==> config.mk <==
export PLATFORM = sky130hd
export DESIGN_NAME = mips_instr_encoder
export DESIGN_NICKNAME = d
export VERILOG_FILES = /design/src/rtl/mips_pkg.sv /design/src/rtl/mips_instr_encoder_sync_fifo.sv /design/src/rtl/mips_instr_encoder.sv
export SDC_FILE = /design/constraint.sdc
export NUM_CORES = 1
export LEC_CHECK = 0
export ABC_AREA = 0
export BUFFER_PORTS_ARGS = -buffer_cell sky130_fd_sc_hd__buf_2
export CORE_MARGIN = 2
export CORE_UTILIZATION = 40
export CTS_BUF_LIST = sky130_fd_sc_hd__clkbuf_8
export DETAILED_ROUTE_END_ITERATION = 10
export PLACE_DENSITY = 0.72
export SLEW_MARGIN = 20
export SYNTH_ARGS = -nofsm -noshare
export SYNTH_HDL_FRONTEND = slang
export SYNTH_SLANG_ARGS = --single-unit
export TNS_END_PERCENT = 10
==> constraint.sdc <==
create_clock -name clk -period 3.7 [get_ports clk]
set_input_delay 0.185 -clock clk [delete_from_list [all_inputs] [get_ports clk]]
set_output_delay 0.185 -clock clk [all_outputs]
set_load 0.01 [all_outputs]
==> src/rtl/mips_pkg.sv <==
// Shared MIPS constants: the opcodes the main decoder recognises, the
// loader's instruction-class encodings and the encoder state enumeration.
package mips_pkg;

  localparam logic [5:0] OP_RTYPE = 6'h00;
  localparam logic [5:0] OP_LW    = 6'h23;
  localparam logic [5:0] OP_SW    = 6'h2B;
  localparam logic [5:0] OP_BEQ   = 6'h04;

  typedef enum logic [1:0] {
    KIND_R   = 2'b00,
    KIND_LW  = 2'b01,
    KIND_SW  = 2'b10,
    KIND_BEQ = 2'b11
  } kind_e;

  typedef enum logic [1:0] {
    ST_IDLE  = 2'b00,
    ST_LOAD  = 2'b01,
    ST_DRAIN = 2'b10,
    ST_FULL  = 2'b11
  } enc_state_e;

endpackage

==> src/rtl/mips_instr_encoder_sync_fifo.sv <==
// Synchronous FIFO with wrap-bit pointers; flush empties it and overrides
// any push or pop presented in the same cycle.
module sync_fifo #(
  parameter int WIDTH = 32,
  parameter int DEPTH = 4
) (
  input  logic             clk,
  input  logic             rst,
  input  logic             push,
  input  logic             pop,
  input  logic             flush,
  input  logic [WIDTH-1:0] din,
  output logic [WIDTH-1:0] dout,
  output logic             full,
  output logic             empty,
  output logic             single
);

  localparam int AW = $clog2(DEPTH);

  logic [AW:0]      wr_ptr_q, wr_ptr_d;
  logic [AW:0]      rd_ptr_q, rd_ptr_d;
  logic [AW:0]      occ_s;
  logic [WIDTH-1:0] mem_q [DEPTH];
  logic [WIDTH-1:0] mem_d [DEPTH];

  assign occ_s  = wr_ptr_q - rd_ptr_q;
  assign empty  = (wr_ptr_q == rd_ptr_q);
  assign full   = (wr_ptr_q[AW-1:0] == rd_ptr_q[AW-1:0]) && (wr_ptr_q[AW] != rd_ptr_q[AW]);
  assign single = (occ_s == (AW+1)'(1));
  assign dout   = mem_q[rd_ptr_q[AW-1:0]];

  always_comb begin
    mem_d    = mem_q;
    wr_ptr_d = wr_ptr_q;
    rd_ptr_d = rd_ptr_q;
    if (flush) begin
      wr_ptr_d = '0;
      rd_ptr_d = '0;
    end else begin
      if (push && !full) begin
        mem_d[wr_ptr_q[AW-1:0]] = din;
        wr_ptr_d = wr_ptr_q + (AW+1)'(1);
      end else begin
        wr_ptr_d = wr_ptr_q;
      end
      if (pop && !empty) begin
        rd_ptr_d = rd_ptr_q + (AW+1)'(1);
      end else begin
        rd_ptr_d = rd_ptr_q;
      end
    end
  end

  always_ff @(posedge clk or posedge rst) begin
    if (rst) begin
      wr_ptr_q <= '0;
      rd_ptr_q <= '0;
      for (int i = 0; i < DEPTH; i++) begin
        mem_q[i] <= '0;
      end
    end else begin
      wr_ptr_q <= wr_ptr_d;
      rd_ptr_q <= rd_ptr_d;
      mem_q    <= mem_d;
    end
  end

endmodule

==> src/rtl/mips_instr_encoder.sv <==
// Program loader: encodes instruction descriptors into MIPS words, buffers
// them and writes them to instruction memory at auto-incrementing addresses.
module mips_instr_encoder
  import mips_pkg::*;
#(
  parameter int ADDR_W = 6,
  parameter int DEPTH  = 4
) (
  input  logic              clk,
  input  logic              reset,
  input  logic              start,
  input  logic              finish,
  input  logic [ADDR_W-1:0] base_addr,
  input  logic              in_valid,
  output logic              in_ready,
  input  logic [1:0]        in_kind,
  input  logic [4:0]        in_rs,
  input  logic [4:0]        in_rt,
  input  logic [4:0]        in_rd,
  input  logic [5:0]        in_funct,
  input  logic [15:0]       in_imm,
  output logic              im_we,
  input  logic              im_ready,
  output logic [ADDR_W-1:0] im_addr,
  output logic [31:0]       im_wdata,
  output logic [ADDR_W:0]   count,
  output logic              busy,
  output logic              done,
  output logic              overflow
);

  function automatic logic [31:0] encode_instr(
    input logic [1:0]  kind,
    input logic [4:0]  rs,
    input logic [4:0]  rt,
    input logic [4:0]  rd,
    input logic [5:0]  funct,
    input logic [15:0] imm
  );
    logic [31:0] word;
    case (kind_e'(kind))
      KIND_R:  word = {OP_RTYPE, rs, rt, rd, 5'b00000, funct};
      KIND_LW: word = {OP_LW, rs, rt, imm};
      KIND_SW: word = {OP_SW, rs, rt, imm};
      default: word = {OP_BEQ, rs, rt, imm};
    endcase
    return word;
  endfunction

  enc_state_e        state_q, state_d;
  logic [ADDR_W-1:0] addr_q, addr_d;
  logic [ADDR_W:0]   count_q, count_d;
  logic              overflow_q, overflow_d;
  logic              done_q, done_d;

  logic              fifo_full_s, fifo_empty_s, fifo_single_s;
  logic [31:0]       fifo_dout_s;
  logic              push_s, pop_s, flush_s, active_s;

  assign active_s = (state_q == ST_LOAD) || (state_q == ST_DRAIN);
  assign in_ready = (state_q == ST_LOAD) && !fifo_full_s;
  assign im_we    = active_s && !fifo_empty_s;
  assign push_s   = in_valid && in_ready;
  assign pop_s    = im_we && im_ready;

  assign im_addr  = addr_q;
  assign im_wdata = fifo_dout_s;
  assign count    = count_q;
  assign busy     = active_s;
  assign done     = done_q;
  assign overflow = overflow_q;

  sync_fifo #(.WIDTH(32), .DEPTH(DEPTH)) u_fifo (
    .clk    (clk),
    .rst    (reset),
    .push   (push_s),
    .pop    (pop_s),
    .flush  (flush_s),
    .din    (encode_instr(in_kind, in_rs, in_rt, in_rd, in_funct, in_imm)),
    .dout   (fifo_dout_s),
    .full   (fifo_full_s),
    .empty  (fifo_empty_s),
    .single (fifo_single_s)
  );

  // Session control; start outranks everything, address wrap outranks done/finish.
  always_comb begin
    state_d    = state_q;
    addr_d     = addr_q;
    count_d    = count_q;
    overflow_d = overflow_q;
    done_d     = 1'b0;
    flush_s    = 1'b0;
    case (state_q)
      ST_IDLE, ST_FULL: begin
        if (start) begin
          state_d    = ST_LOAD;
          addr_d     = base_addr;
          count_d    = '0;
          overflow_d = 1'b0;
          flush_s    = 1'b1;
        end else begin
          state_d = state_q;
        end
      end
      ST_LOAD, ST_DRAIN: begin
        if (start) begin
          state_d = ST_LOAD;
          addr_d  = base_addr;
          count_d = '0;
          flush_s = 1'b1;
        end else if (pop_s) begin
          addr_d  = addr_q + ADDR_W'(1);
          count_d = count_q + (ADDR_W+1)'(1);
          if (addr_q == '1) begin
            state_d    = ST_FULL;
            overflow_d = 1'b1;
            flush_s    = 1'b1;
          end else if ((state_q == ST_DRAIN) && fifo_single_s) begin
            state_d = ST_IDLE;
            done_d  = 1'b1;
          end else if ((state_q == ST_LOAD) && finish) begin
            state_d = ST_DRAIN;
          end else begin
            state_d = state_q;
          end
        end else if ((state_q == ST_DRAIN) && fifo_empty_s) begin
          state_d = ST_IDLE;
          done_d  = 1'b1;
        end else if ((state_q == ST_LOAD) && finish) begin
          state_d = ST_DRAIN;
        end else begin
          state_d = state_q;
        end
      end
      default: begin
        state_d = ST_IDLE;
      end
    endcase
  end

  always_ff @(posedge clk or posedge reset) begin
    if (reset) begin
      state_q    <= ST_IDLE;
      addr_q     <= '0;
      count_q    <= '0;
      overflow_q <= 1'b0;
      done_q     <= 1'b0;
    end else begin
      state_q    <= state_d;
      addr_q     <= addr_d;
      count_q    <= count_d;
      overflow_q <= overflow_d;
      done_q     <= done_d;
    end
  end

endmodule

### After elaboration in Yosys (flattened, before gate mapping)

Index checks and enable logic that the tools add are counted.

| operators by class | value |
|---|---|
| multipliers | 0 |
| order comparisons | 3 |
| bitwise logic cells | 3 |
| add/subtract/negate cells | 5 |
| multiplexer cells | 43 |
| divide/modulo/power cells | 0 |
| reductions and logical operators | 23 |
| shift-type cells | 0 |
| equality and inequality tests | 15 |

Operator list:

| kind | count |
|---|---|
| bitwise mux 128 bit | 1 |
| 2-to-1 mux 32 bit | 3 |
| case mux 32 bit (3 select lines) | 1 |
| binary-select mux 32 bit (select 2 bit) | 1 |
| demux 32 bit (select 2 bit) | 1 |
| 2-to-1 mux 7 bit | 3 |
| 2-to-1 mux 6 bit | 3 |
| 2-to-1 mux 1 bit | 14 |
| 2-to-1 mux 2 bit | 7 |
| case mux 7 bit (2 select lines) | 1 |
| 2-to-1 mux 3 bit | 4 |
| case mux 6 bit (2 select lines) | 1 |
| logical AND 1 bit | 11 |
| adder 7 x 1 -> 7 bit, second input constant | 1 |
| adder 3 x 1 -> 3 bit, second input constant | 2 |
| adder 6 x 1 -> 6 bit, second input constant | 1 |
| equality test 2 bit, second input constant | 3 |
| equality test 6 bit, second input constant | 1 |
| >= comparator 3 bit, second input constant | 2 |
| inequality test 2 bit, second input constant | 3 |
| NOT 2 -> 3 bit | 2 |
| equality test 2 x 1 -> 1 bit, second input constant | 2 |
| logical NOT 2 bit | 2 |
| case mux 1 bit (2 select lines) | 2 |
| 16 further kinds | 20 |

| storage, ports and cells | value |
|---|---|
| bits of input ports | 51 |
| memories kept | 0 |
| memory bits (read-only) | 0 |
| bits in writable memories | 0 |
| output and inout bits | 50 |
| word-level logic and storage cells | 103 |
| register bits after elaboration | 151 |
| latch bits | 0 |

### Longest topological paths before layout

Gate-level depths: netlist of the first run.

| logic depth | value |
|---|---|
| depth after elaboration | 9 |
| depth in mapped cells | 10 |
| mapped depth without buffers | 7 |

### By module

From an unflattened synthesis of the first run, not the netlist that was laid out.

| unflattened totals | value |
|---|---|
| cell total of the unflattened synthesis | 497 |
| area total of the unflattened synthesis | 7235.7 sq um |

By module, submodules not included:

| module | instances | cells each | area each (sq um) | seq. area each (sq um) |
|---|---|---|---|---|
| sync_fifo | 1 | 360 | 6033.3 | 3353.2 |
| mips_instr_encoder | 1 | 137 | 1202.4 | 425.4 |

### Worst setup path after synthesis of the first run

No wires, ideal clock.

| path | value |
|---|---|
| path kind | register -> register |
| start point | register u_fifo.rd_ptr_q[1] |
| end point | register u_fifo.mem_q[0] (netlist name) |
| stages on the path, launching flop included | 10 |
| period minus slack after synthesis | 2.523 ns |
| setup slack | 1.177 ns |
| required time | 3.575 ns |
| library setup time | 0.125 ns |
| arrival time | 2.397 ns |
| path buffers | 3 |
| path through | dfrtp_1 buf_1 inv_1 ha_1 nand2_1 o21a_2 o2111a_1 buf_6 buf_6 mux2_4 |

| on the way | value |
|---|---|
| elaborated cells on any way between the ends | 15 |
| classes of those cells | 2 x eq/ne; 3 x mux; 1 x bitwise; 9 x reduce/logical |

RTL lines:

| element | line | text |
|---|---|---|
| from (decl) | mips_instr_encoder_sync_fifo.sv:22 | `logic [AW:0] rd_ptr_q, rd_ptr_d;` |
| from (signal assigned) | mips_instr_encoder_sync_fifo.sv:64 | `rd_ptr_q <= rd_ptr_d;` |
| equality test 2 bit | mips_instr_encoder_sync_fifo.sv:29 | `assign full = (wr_ptr_q[AW-1:0] == rd_ptr_q[AW-1:0]) && (wr_ptr_q[AW] != rd_ptr_q[AW]);` |
| logical AND 1 bit | mips_instr_encoder_sync_fifo.sv:29 |  |
| logical NOT 1 bit | mips_instr_encoder.sv:61 | `assign in_ready = (state_q == ST_LOAD) && !fifo_full_s;` |
| logical AND 1 bit | mips_instr_encoder.sv:61 |  |
| net in_ready | mips_instr_encoder.sv:15 | `output logic in_ready,` |
| logical AND 1 bit | mips_instr_encoder.sv:63 | `assign push_s = in_valid && in_ready;` |
| logical AND 1 bit | mips_instr_encoder_sync_fifo.sv:41 | `if (push && !full) begin` |
| AND reduction 2 bit (no source line) | - |  |
| to (signal assigned) | mips_instr_encoder_sync_fifo.sv:65 | `mem_q <= mem_d;` |
| to (decl) | mips_instr_encoder_sync_fifo.sv:24 | `logic [WIDTH-1:0] mem_q [DEPTH];` |

The timed path passes the listed nets, and every way through them passes these cells.
A chain may end at the register's enable or synchronous reset.

### Final worst setup path of the first run

| path | value |
|---|---|
| start point | register u_fifo.wr_ptr_q[0] |
| end point | register u_fifo.mem_q[0] (netlist name) |

| on the way | value |
|---|---|
| cells in the longest elaborated chain, start to end | 9 |
| elaborated cells on any way between the ends | 22 |
| classes of those cells | 2 x order compare; 2 x eq/ne; 6 x mux; 2 x bitwise; 10 x reduce/logical |

RTL lines:

| element | line | text |
|---|---|---|
| from (decl) | mips_instr_encoder_sync_fifo.sv:21 | `logic [AW:0] wr_ptr_q, wr_ptr_d;` |
| from (signal assigned) | mips_instr_encoder_sync_fifo.sv:63 | `wr_ptr_q <= wr_ptr_d;` |
| equality test 3 bit | mips_instr_encoder_sync_fifo.sv:28 | `assign empty = (wr_ptr_q == rd_ptr_q);` |
| logical NOT 1 bit | mips_instr_encoder.sv:62 | `assign im_we = active_s && !fifo_empty_s;` |
| logical AND 1 bit | mips_instr_encoder.sv:62 |  |
| logical AND 1 bit | mips_instr_encoder.sv:64 | `assign pop_s = im_we && im_ready;` |
| 2-to-1 mux 1 bit | mips_instr_encoder.sv:112 | `end else if (pop_s) begin` |
| 2-to-1 mux 1 bit | mips_instr_encoder.sv:107 | `if (start) begin` |
| case mux 1 bit (2 select lines) | mips_instr_encoder.sv:94 | `case (state_q)` |
| NOT 1 bit (no source line) | - |  |
| AND reduction 2 bit (no source line) | - |  |

Parallel ways exist; a longest one is shown, timed or not.

==> results.yml, run 1 <==
status:
  status: "finished, final reports clean"
critical_path:
  crit_family: "compound AO/OA/AOI/OAI gates"
  cp-start-kind: "flop"
  r2r-start: "u_fifo.wr_ptr_q[0]"
  r2r_cells: 7
  max_stage_delay_ns: 0.66
  cp.arrival_ns: 3.29
  timing_worst_setup_path_type: "flop to flop"
  reg2reg_slack_ns: 0.73
  critPathMaxFanout: 19
  critPathCaptureType: "flop"
  crit_buf_inv: 2
  r2r_end: "u_fifo.mem_q[0]"
  worstPathRequired_ns: 4.02
  crit_slowest_cell: "o2111a_2"
  path_cells: "inv_1 -> ha_1 -> nand2_1 -> o21ai_2 -> o2111a_2 -> buf_4 -> mux2_4"
synthesis:
  synth_edf_count: 0
  yosysWarnings: 0
  syn-cell-area_um2: 6900
  synth_top_area_share_pct: 50.41
  syn_avg_cell_area_um2: 15.00
  synthTopCellsByCount: "dfrtp_1, mux2_2, mux2_4"
  async_flop_share_pct: 100.0
  yosys-top-cells-area: "dfrtp_1, mux2_2, mux4_2"
  ys.flop_type: "dfrtp_1"
  ys_seq_area_share_pct: 50.41
  syn_inst: 460
  synth_nets: 528
  synth_cell_types: 50
  ys_seq_elements: 139
  yosys.area.top_type: "dfrtp_1"
  synth.most_common_cell: "dfrtp_1"
route:
  drcViolationCount: 0
  via_per_inst: 5.261
  final_antenna_net_count: 0
  drt-wirelength-per-cell_um: 18.43
  vias: 4230
  drt_iter0_markers: 202
  drt_first_pass_iters: 4
  drt_wl_total_um: 14810
sta:
  tightest_slew_ns: 0.6696
  tns_ns: 0
  drv_slew: 0
  relSlewSlack_pct: 55.36
  fin_hold_ws_ns: 0.03947
  fmaxAchievable_mhz: 337.2
  finalHoldViolCount: 0
  finalWorstSetupSlack_ns: 0.7343
  fin_skew_ns: 0.009038
  finalSetupViolations: 0
  rsz0062_at_grt: "no"
  finalCritPeriodShare_pct: 80.16
  fin_crit_ns: 2.966
floorplan:
  dieHeight_um: 135.3
  die_x_um: 135.3
  io_pins: 101
  core_um2: 17060
  die-area_um2: 18320
  initial_utilization_pct: 40.46
  rows: 48
power_and_ir_drop:
  seq_power_share_pct: 40.8
  power_frac_comb_pct: 39.6
  worst_ir_drop_vdd_uv: 509.9
  p_leak_nw: 3.770
  p_total_mw: 5.773
  power.density_nw_per_um2: 718.2
  p_switching_mw: 1.895
  clkPwrFrac_pct: 19.6
  p_int_mw: 3.879
  swShare_pct: 32.82
hold_path:
  worst_hold_path_type: "primary input to flop"
  holdCritStartpoint: "in_rs[2]"
  hold_path_end: "u_fifo.mem_q[23]"
  holdPathStages: 2
clock_network:
  clk_path_buf_depth: 2
  clk_latency_ns: 0.44
  clk_pin_slew_ns: 0.07
  postCtsSetupBuffers: 0
  ctsHoldBuffers: 10
  tritoncts: "yes"
  cts_buffers: 17
  root_buffer: "clkbuf_8"
  htreeDepth: 4
  clock-sinks: 139
  ctsResizeCount: 0
final_layout:
  fin_nets: 635
  insertedDiodeCount: 0
  layout-drive-gt1-share_pct: 51.30
  utilization_pct: 47.13
  stdcell_area_um2: 8039
  fin_cells: 804
  areaGrowthSynthToFinish_pct: 16.50
placed_design:
  gp_congestion: 0.8310
  portBuffers: 99
  dp_cells: 763
  dp_slack_ns: 0.7655
  placed_area_um2: 7574
  dp.final_hpwl_um: 9974
global_route:
  grt_pass1_wl_um: 23880
  grt_antenna_before_repair: 1
  grt_max_degree: 88
  grt_pass1_vias: 4589
  overflow: 0
  grt_util_all_layers_pct: 17.06
flow_run:
  maxCapViolCount: 0
-- power groups by stage --
stage | Combinational, mW | Sequential (mW) | Clock, mW
after global routing | 2.50 | 2.41 | 1.24
after detailed placement | 2.31 | 2.37 | 0
after global placement | 2.25 | 2.32 | 0
final | 2.29 | 2.35 | 1.13
after CTS | 2.33 | 2.34 | 1.17
after floorplan | 1.71 | 2.29 | 0
-- cells in the final DEF, fill, tap and decap left out, types with 3 or more instances in the layout --
| cell | Yosys | final |
|---|---|---|
| a21oi_1 | 8 | 8 |
| a22o_1 | 11 | 11 |
| a22oi_1 | 4 | 4 |
| and2_1 | 7 | 7 |
| and3_1 | 5 | 5 |
| buf_2 | 7 | 99 |
| buf_4 | 4 | 10 |
| clkbuf_8 | 0 | 21 |
| clkinv_2 | 0 | 4 |
| clkinvlp_4 | 0 | 3 |
| dfrtp_1 | 139 | 137 |
| dlygate4sd3_1 | 0 | 10 |
| ha_1 | 16 | 16 |
| inv_1 | 9 | 11 |
| mux2_2 | 78 | 78 |
| mux2_4 | 40 | 40 |
| mux4_2 | 29 | 29 |
| nand2_1 | 9 | 9 |
| nand3_1 | 3 | 3 |
| nor2_1 | 11 | 11 |
| nor2b_1 | 3 | 3 |
| nor3_1 | 4 | 4 |
| o2111a_2 | 0 | 3 |
| o211ai_1 | 3 | 3 |
| o22ai_1 | 4 | 4 |
| o2bb2ai_1 | 5 | 5 |
| or3_1 | 3 | 3 |
| xnor2_1 | 5 | 5 |
| xor2_1 | 4 | 4 |
-- routing by layer --
metal	track usage, %	wire length, um	vias to the layer above
met5	0	11	-
met4	4.688	125	2
met3	4.265	684	14
met2	28.96	7475	104
met1	21.86	6516	2186
li1	-	-	1924
-- area by class of cell --
cell class | count | area, um^2
Clock buffer | 21 | 289.0
Sequential cell | 139 | 3481
Fill cell | 1528 | 9017
Tap cell | 225 | 281.5
Timing Repair Buffer | 120 | 690.7
Clock inverter | 10 | 76.32
Multi-Input combinational cell | 280 | 3183
Inverter | 9 | 37.54
-- how the worst max path moves through the flow --
stage                             startpoint              end  cells after the start
after floorplan           u_fifo.rd_ptr_q[1]  u_fifo.mem_q[0]                      9
after global placement    u_fifo.wr_ptr_q[0]  u_fifo.mem_q[8]                      7
after detailed placement  u_fifo.wr_ptr_q[0]  u_fifo.mem_q[9]                      7
after CTS                 u_fifo.wr_ptr_q[0]  u_fifo.mem_q[9]                      7
after global routing      u_fifo.wr_ptr_q[0]  u_fifo.mem_q[0]                      7
final                     u_fifo.wr_ptr_q[0]  u_fifo.mem_q[0]                      7
-- flip-flops by register name, summed over array words and instances, names as in the netlist --
register / cells
im_addr: 6
u_fifo.rd_ptr_q: 3
count: 7
state_q: 2
done: 1
u_fifo.mem_q: 116
overflow: 1
u_fifo.wr_ptr_q: 3
-- cell families after synthesis --
family,synth area share [%]
mux,31.04
flops,50.41
compound gates,6.074
simple gates,3.826
buf+inv,3.681
fa+ha+maj,3.191
xor+xnor,1.723
other cells,0.05434
Note: power is estimated with default switching activity, not from simulation.
==> run 2, diff against run 1 <==
Settings changed: ABC_AREA 0 to 1, PLACE_DENSITY 0.72 to 0.69.
Clock period 3.7 ns to 2.9 ns, I/O delays scaled along.
==> run 2 against run 1 <==
Effect of this change: sequential share of layout area fell by 2.0 points; synthesized cell count rose by 100%; critical path depth fell by 2; highest routed layer is now met4.
==> results.yml, run 2 <==
power_and_ir_drop:
  p_switching_mw: 3.518
  worst_ir_drop_vdd_uv: 484.7
  power.density_nw_per_um2: 990.6
  power_frac_comb_pct: 44.1
  p_leak_nw: 4.501
  p_int_mw: 4.825
  swShare_pct: 42.17
  seq_power_share_pct: 35.4
  clkPwrFrac_pct: 20.5
placed_design:
  portBuffers: 99
  placed_area_um2: 7845
  gp_congestion: 0.8143
  dp.final_hpwl_um: 12010
hold_path:
  worst_hold_path_type: "primary input to flop"
final_layout:
  areaGrowthSynthToFinish_pct: 17.76
  final_cell_mix: "nand2_1, nand3_1, dfrtp_1"
  fillers: 1736
  regArea_um2: 3480
  final_common_cell: "nand2_1"
  multi_input_area_um2: 3157
  largest_reg_flops: 116
  insertedDiodeCount: 0
  top_register: "u_fifo.mem_q"
  layout-drive-gt1-share_pct: 15.94
  fin_nets: 1084
  stdcell_area_um2: 8422
clock_network:
  clk_latency_ns: 0.47
  ctsResizeCount: 0
  clk_path_buf_depth: 2
  tritoncts: "yes"
  clk_pin_slew_ns: 0.07
  postCtsSetupBuffers: 0
  htreeDepth: 4
  cts_buffers: 17
  clock-sinks: 139
  root_buffer: "clkbuf_8"
sta:
  fin_hold_ws_ns: 0.02589
  fin_skew_ns: 0.01108
  finalCritPeriodShare_pct: 80.68
  finalHoldViolCount: 0
  tns_ns: 0
  rsz0062_at_grt: "no"
  finalSetupViolations: 0
  drv_slew: 0
  fin_crit_ns: 2.340
  tightest_slew_ns: 0.7543
  relSlewSlack_pct: 49.18
  fmaxAchievable_mhz: 427.4
floorplan:
  rows: 48
  die-area_um2: 18970
  io_pins: 101
  dieHeight_um: 137.7
  initial_utilization_pct: 41.06
  die_x_um: 137.7
  core_um2: 17420
global_route:
  grt_util_all_layers_pct: 22.18
  grt_pass1_wl_um: 32350
  grt_pass1_vias: 6241
  grt_antenna_before_repair: 0
  overflow: 0
  grt_max_degree: 67
critical_path:
  cp-endpoint: "im_wdata[2]"
  worstPathRequired_ns: 2.76
  critPathCaptureType: "primary output"
  reg2reg_slack_ns: 0.67
  r2r-start: "u_fifo.wr_ptr_q[0]"
  cp.arrival_ns: 2.19
  critPathMaxFanout: 30
  cp-start-kind: "flop"
  r2r_end: "u_fifo.mem_q[88]"
  startpoint: "u_fifo.rd_ptr_q[0]"
  r2r_cells: 11
  timing_worst_setup_path_type: "flop to primary output"
route:
  drt_first_pass_iters: 5
  drcViolationCount: 0
  vias: 6665
  via_per_inst: 5.315
  drt_iter0_markers: 801
  final_antenna_net_count: 0
  drt-wirelength-per-cell_um: 15.81
  drt_wl_total_um: 19830
synthesis:
  synth-compound-area-share_pct: 9.395
  synth_cell_types: 31
  syn_avg_cell_area_um2: 7.723
  yosysWarnings: 0
  synth_top_area_share_pct: 48.64
  synth_nets: 994
  async_flop_share_pct: 100.0
  synthSimpleGateAreaFrac_pct: 31.37
  ys.flop_type: "dfrtp_1"
  synthTopCellsByCount: "nand2_1, nand3_1, dfrtp_1"
  ys_seq_area_share_pct: 48.64
  syn-cell-area_um2: 7152
  synthAdderAreaFrac_pct: 3.079
  synth_top_family_by_area: "simple AND/OR/NAND/NOR gates"
  syn_inst: 926
  yosys-top-cells-area: "dfrtp_1, nand2_1, nand3_1"
  ys_seq_elements: 139
  synth_edf_count: 0
  synthMuxAreaShare_pct: 0
  yosys.area.top_type: "dfrtp_1"
  synthXorXnorAreaFrac_pct: 0.2449
  synth.most_common_cell: "nand2_1"
status:
  status: "finished, final reports clean"
flow_run:
  maxCapViolCount: 0
## run 2: how the worst min path moves through the flow
stage,depth (start not counted),endpoint,start
after floorplan,1,count[2],start
after global placement,2,state_q[1],reset
after detailed placement,2,state_q[1],reset
after CTS,3,im_addr[4],base_addr[4]
after global routing,3,im_addr[4],base_addr[4]
final,3,im_addr[4],base_addr[4]
## run 2: critical path, stage by stage (launching register included)
cell     delay (ns)
dfrtp_2        0.43
inv_1          0.45
buf_12         0.26
o21ai_0        0.10
o22ai_1        0.29
buf_2          0.20
## run 2: cell families (layout without fill, tap and decap cells)
kind of cell    Yosys count  in the layout
compound gates          125            125
xor+xnor                  2              2
fa+ha+maj                17             17
buf+inv                 116            219
flops                   139            139
other cells               1              1
simple gates            526            526
## run 2: timing repair
item                       in CTS  in global routing
hold buffers                   15                  0
hold endpoints to repair       65                  0
setup endpoints to repair       0                  0
## run 2: metal layers
metal | global-route usage (%) | wire [um]
met5 | 0 | 0
met4 | 6.973 | 199
met3 | 3.422 | 1302
met2 | 35.46 | 9382
met1 | 31.07 | 8942
## run 2: area by class of cell
class                           instances  area share (%)
Clock buffer                           18           2.942
Clock inverter                         14           2.125
Inverter                               52           2.362
Multi-Input combinational cell        671           37.48
Sequential cell                       139           41.32
Tap cell                              225           3.343
Timing Repair Buffer                  135           10.43
## run 2: power groups by stage
stage	Combinational [mW]	Sequential, mW	Clock (mW)
floorplan	2.42	2.92	0
global placement	3.61	2.97	0
detailed placement	3.66	2.97	0
CTS	3.70	2.94	1.74
global route	4.13	3.03	1.83
finish	3.68	2.95	1.71
## run 2: through the flow
stage	instances	utilization [%]	total power [mW]	setup WS (ns)
final	1254	48.35	8.342	0.5602
after floorplan	926	-	5.339	0.9261
after global routing	1254	48.35	8.996	0.4624
after detailed placement	1207	45.04	6.634	0.6882
after CTS	1254	48.35	8.388	0.5463
after global placement	1207	45.04	6.581	0.7319
